`src/rtl/loop_stream_buffer.sv`:
```
// Loop stream buffer: records a detected loop body from IF/ID and replays it into
// decode while the loop detector blocks fetch.
module loop_stream_buffer #(
   parameter int DEPTH = 16,
   parameter int PTR_W = 4,
   parameter int XLEN  = 32
) (
   input  logic            clk,
   input  logic            reset,
   input  logic            capture_start,
   input  logic [XLEN-1:0] loop_start_pc,
   input  logic [XLEN-1:0] loop_end_pc,
   input  logic [XLEN-1:0] curr_PC,
   input  logic [XLEN-1:0] instruction,
   input  logic            valid_in,
   input  logic            block_signal,
   input  logic            stall,
   input  logic            mispredict,
   input  logic            flush,
   output logic            replay_valid,
   output logic [XLEN-1:0] replay_instruction,
   output logic [XLEN-1:0] replay_pc,
   output logic            loop_ready,
   output logic            overflow
);

   typedef enum logic [1:0] {IDLE, CAPTURE, READY, REPLAY} state_t;

   localparam logic [PTR_W-1:0] PTR_ONE = PTR_W'(1);
   localparam logic [PTR_W-1:0] PTR_LAST = PTR_W'(DEPTH - 1);
   localparam logic [PTR_W:0]   LEN_ONE = (PTR_W + 1)'(1);

   state_t          state;
   logic [XLEN-1:0] mem [DEPTH];
   logic [XLEN-1:0] start_pc;
   logic [XLEN-1:0] end_pc;
   logic [PTR_W-1:0] cnt;
   logic [PTR_W-1:0] rd_ptr;
   logic [PTR_W:0]   len;

   logic [XLEN-1:0]  exp_pc;
   logic             wr_hit;
   logic             wr_en;
   logic [PTR_W-1:0] nxt_ptr;

   function automatic logic [XLEN-1:0] entry_pc(input logic [XLEN-1:0] base,
                                                input logic [PTR_W-1:0] idx);
      return base + (XLEN'(idx) << 2);
   endfunction

   always_comb begin
      exp_pc  = entry_pc(start_pc, cnt);
      wr_hit  = valid_in && (curr_PC == exp_pc);
      wr_en   = (state == CAPTURE) && wr_hit && !reset && !mispredict && !flush
                && !capture_start;
      nxt_ptr = ({1'b0, rd_ptr} == (len - LEN_ONE)) ? '0 : rd_ptr + PTR_ONE;
   end

   // Loop body storage carries no reset; only the control path is cleared.
   always_ff @(posedge clk) begin
      if (wr_en) mem[cnt] <= instruction;
   end

   always_ff @(posedge clk) begin
      if (reset) begin
         state              <= IDLE;
         replay_valid       <= 1'b0;
         replay_instruction <= '0;
         replay_pc          <= '0;
         loop_ready         <= 1'b0;
         overflow           <= 1'b0;
         cnt                <= '0;
         len                <= '0;
         rd_ptr             <= '0;
         start_pc           <= '0;
         end_pc             <= '0;
      end else begin
         overflow <= 1'b0;
         if (mispredict || flush) begin
            state        <= IDLE;
            replay_valid <= 1'b0;
            loop_ready   <= 1'b0;
            len          <= '0;
            rd_ptr       <= '0;
         end else if (capture_start && state != REPLAY) begin
            start_pc   <= loop_start_pc;
            end_pc     <= loop_end_pc;
            cnt        <= '0;
            loop_ready <= 1'b0;
            state      <= CAPTURE;
         end else begin
            case (state)
               CAPTURE: begin
                  if (wr_hit) begin
                     if (curr_PC == end_pc) begin
                        len        <= {1'b0, cnt} + LEN_ONE;
                        loop_ready <= 1'b1;
                        state      <= READY;
                     end else if (cnt == PTR_LAST) begin
                        overflow <= 1'b1;
                        state    <= IDLE;
                     end else begin
                        cnt <= cnt + PTR_ONE;
                     end
                  end else if (valid_in && cnt != '0) begin
                     // A taken branch out of the body mid-capture breaks the loop.
                     overflow <= 1'b1;
                     state    <= IDLE;
                  end
               end
               READY: begin
                  if (block_signal) begin
                     state              <= REPLAY;
                     rd_ptr             <= '0;
                     replay_valid       <= 1'b1;
                     replay_instruction <= mem[0];
                     replay_pc          <= start_pc;
                  end
               end
               REPLAY: begin
                  if (!block_signal) begin
                     replay_valid <= 1'b0;
                     rd_ptr       <= '0;
                     state        <= READY;
                  end else if (!stall) begin
                     rd_ptr             <= nxt_ptr;
                     replay_instruction <= mem[nxt_ptr];
                     replay_pc          <= entry_pc(start_pc, nxt_ptr);
                  end
               end
               default: ;
            endcase
         end
      end
   end

endmodule

```
`config.mk`:
```
export PLATFORM = sky130hd
export DESIGN_NAME = loop_stream_buffer
export DESIGN_NICKNAME = d
export VERILOG_FILES = /design/src/rtl/loop_stream_buffer.sv
export SDC_FILE = /design/constraint.sdc
export NUM_CORES = 1
export LEC_CHECK = 0
export CORE_ASPECT_RATIO = 0.8
export CORE_UTILIZATION = 50
export DETAILED_ROUTE_END_ITERATION = 10
export GPL_ROUTABILITY_DRIVEN = 0
export PLACE_DENSITY = 0.72
export SLEW_MARGIN = 40
export SYNTH_ARGS = -nofsm -noshare
export SYNTH_HDL_FRONTEND = slang
export SYNTH_SLANG_ARGS = --single-unit
```
`constraint.sdc`:
```
create_clock -name clk -period 6.7 [get_ports clk]
set_input_delay 1.005 -clock clk [delete_from_list [all_inputs] [get_ports clk]]
set_output_delay 1.005 -clock clk [all_outputs]
set_load 0.05 [all_outputs]
```
==> results.sh <==
export IMPL_status="complete, no violations"
export IMPL_grt_pass1_wl_um=118900
export IMPL_drv_cap=0
export IMPL_finalNetCount=2544
export IMPL_synth_fp_nets=2379
export IMPL_seq_power_share=0.529
export IMPL_routed_via_count=19979
export IMPL_cts_setup_buffers=0
export IMPL_switching_share=0.2091
export IMPL_yosys_area_top_type="edfxtp_1"
export IMPL_overflow=0
export IMPL_portBuffers=202
export IMPL_worst_path_largest_cell_delay_ps=470
export IMPL_clock_path_buffers=3
export IMPL_dp_cells=3073
export IMPL_die_w_um=267.0
export IMPL_path_max_fanout=39
export IMPL_maxUsedRoutingLayer="met4"
export IMPL_dr_wl_met2_um=35570
export IMPL_antenna_found_initial=2
export IMPL_cts_tree="done"
export IMPL_core_mm2=0.05540
export IMPL_synth_seq_cells=658
export IMPL_wl_per_cell_um=24.60
export IMPL_yosysSeqAreaShare=0.6515
export IMPL_wl_met3_um=7774
export IMPL_worst_slack_ps=2061
export IMPL_vdd_drop_max_mv=0.2445
export IMPL_synth_cell_type_count=73
export IMPL_dieArea_mm2=0.05713
export IMPL_async_flop_share=0
export IMPL_critPathBufInv=3
export IMPL_design_area_mm2=0.03321
export IMPL_drc=0
export IMPL_p_per_area_mw_per_mm2=252.0
export IMPL_root_buffer="clkbuf_16"
export IMPL_cp_cell_sequence="inv_1 > ha_1 > and2_1 > a211oi_1 > o31ai_1 > nand2_2 > buf_4 > and2_1 > inv_1 > fa_1 > nor2b_1 > o21a_1 > o21ai_0 > or2_2 > nor2_1 > nand4_1 > xor2_1 > a211oi_1"
export IMPL_finalCriticalPeriod_ps=4639
export IMPL_rsz0062_at_grt="no"
export IMPL_fp_dieH_um=214.0
export IMPL_setup_viol=0
export IMPL_synth_area_mm2=0.02809
export IMPL_max_clock_freq_mhz=215.6
export IMPL_synth_most_common_cell="edfxtp_1"
export IMPL_cp_start_kind="register"
export IMPL_detail_route_vias_per_cell=6.249
export IMPL_grt_pass1_vias=19545
export IMPL_p_leak_uw=0.01044
export IMPL_yosysWarnings=0
export IMPL_syn_inst=2227
export IMPL_area_growth_syn_to_layout_pct=18.22
export IMPL_final_setup_tns_ps=0
export IMPL_dp_hpwl_um=49380
export IMPL_combPwrFrac=0.031
export IMPL_synth_ff_type="edfxtp_1"
export IMPL_dr_first_iter_drc_count=2419
export IMPL_hold_slack_ps=461.8
export IMPL_ant_nets=0
export IMPL_yosys_top_cells_count="edfxtp_1 (512), nand2_1 (310), dfxtp_1 (146)"
export IMPL_start_util=0.5070
export IMPL_drive_gt1_frac=0.1051
export IMPL_synth_area_top_cells="edfxtp_1 (55%), dfxtp_1 (10%), nand2_1 (4.1%), xnor2_1 (2.5%), a21oi_1 (2.5%)"
export IMPL_dp_slack_ps=2197
export IMPL_io_pins=203
export IMPL_crit_required_ps=7220
export IMPL_hold_viol_final=0
export IMPL_grt_max_degree=69
export IMPL_cp_slowest_cell="or2_2"
export IMPL_final_cell_count_no_fill=3197
export IMPL_post_route_period_util=0.6923
export IMPL_final_setup_skew_ps=14.38
export IMPL_drt_pass1_iter_count=6
export IMPL_h_tree_depth=3
export IMPL_cts_sinks=658
export IMPL_tightest_slew_ps=865.0
export IMPL_cp_arrival_ps=5150
export IMPL_cts_buffers=66
export IMPL_synth_edf_count=512
export IMPL_drv_slew=0
export IMPL_internal_power_uw=6619
export IMPL_grt_use_total=0.2760
export IMPL_endpoint_kind="register"
export IMPL_power_frac_clock=0.440
export IMPL_wl_met1_um=32300
export IMPL_clkTransAtPathRegs_ps=60
export IMPL_hp_class="register to register"
export IMPL_drt_total_wl_um=78640
export IMPL_p_switching_uw=1750
export IMPL_synth_top_area_share=0.5474
export IMPL_path_delay_family="simple AND/OR/NAND/NOR gates"
export IMPL_relSlewSlack=0.4233
export IMPL_syn_area_per_cell_um2=12.61
export IMPL_rows=77
export IMPL_worstSetupPathType="register to register"
export IMPL_place_area_mm2=0.03101
export IMPL_insertion_delay_ps=610
export IMPL_hold_buffers=0
export IMPL_cts_resized=0
[area by class of cell]
| type | instances | area, µm² |
|---|---|---|
| well taps | 750 | 938.4 |
| clock buffers | 83 | 1729 |
| diodes | 1 | 2.502 |
| multi-input cells | 1401 | 9313 |
| repair buffers | 250 | 2427 |
| flip-flops and latches | 658 | 18300 |
| inverters | 15 | 58.81 |
| clock inverters | 39 | 434.2 |
| fillers | 4212 | 22190 |
[stage by stage]
step / utilization / power, µW
2_1_floorplan: - / 4599
3_3_place_gp: 0.5585 / 4761
3_5_place_dp: 0.5597 / 4767
4_1_cts: 0.5988 / 8410
5_1_grt: 0.5994 / 8589
6_report: 0.5994 / 8369
[worst register-to-register path: cells and delay by family, from the launching register on]
kind            cells  cell delay (ps)
xor+xnor            1              180
fa+ha+maj           2              630
flops               1              400
buf+inv             3              680
simple gates        7             1670
compound gates      5             1000
[logic make-up after synthesis]
group / share of synthesized area
AND/OR/NAND/NOR: 0.1203
flip-flops: 0.6515
AO/OA/AOI/OAI: 0.1033
buffers and inverters: 0.02308
multiplexers: 0.05943
XOR/XNOR: 0.03484
adder cells (fa/ha/maj): 0.007662
[cell usage in the layout (no fill, tap or decap), drive strengths merged, types with 5 or more instances in the layout]
cell type and instances:
nor2 132, a21oi 140, a21o 7, o21ai 88, nand2 310, nor4b 7, and4 6, or4 29
xnor2 81, buf 49, mux2i 70, inv 19, nand3 49, o311ai 12, bufinv 6, nand4 26
a311oi 14, nor3 49, a2111oi 47, a31oi 10, nor4 23, a2bb2oi 11, o221ai 22, a211oi 28
and3 48, clkdlybuf4s50 201, o211ai 5, edfxtp 512, mux4 31, o22a 9, clkinv 28, xor2 28
dfxtp 146, o221a 9, ha 14, clkbuf 83, or3 16, mux2 24
[sequential cells by signal, indices dropped and copies added, names as in the netlist]
name                cells
mem                   512
end_pc                 32
replay_instruction     32
replay_pc              32
start_pc               32
len                     5
cnt                     4
rd_ptr                  4
state                   2
loop_ready              1
overflow                1
replay_valid            1
[metal layers]
metal | up-vias | global-route usage
met1 | 9834 | 0.3844
li1 | 8796 | -
met5 | - | 0
met2 | 1121 | 0.4186
met3 | 228 | 0.06939
met4 | 0 | 0.1025
[power by group through the flow]
stage / clock network (µW) / logic, µW / registers (µW)
finish: 3680 / 257 / 4430
global route: 3890 / 274 / 4430
CTS: 3730 / 253 / 4430
detailed placement: 0 / 252 / 4520
global placement: 0 / 246 / 4520
floorplan: 0 / 101 / 4500
[worst paths after layout]
check | startpoint | end | slack [ps] | cells past startpoint
setup / recovery | len[0]$_SDFFE_PP0P_ | replay_pc[30]$_SDFFE_PP0P_ | 2060 | 18
hold / removal | replay_pc[0]$_SDFFE_PP0P_ | replay_pc[0]$_SDFFE_PP0P_ | 460 | 2
setup reg to reg | len[0]$_SDFFE_PP0P_ | replay_pc[30]$_SDFFE_PP0P_ | 2060 | 18
hold reg to reg | replay_pc[0]$_SDFFE_PP0P_ | replay_pc[0]$_SDFFE_PP0P_ | 460 | 2
Note: power is estimated with default switching activity, not from simulation.
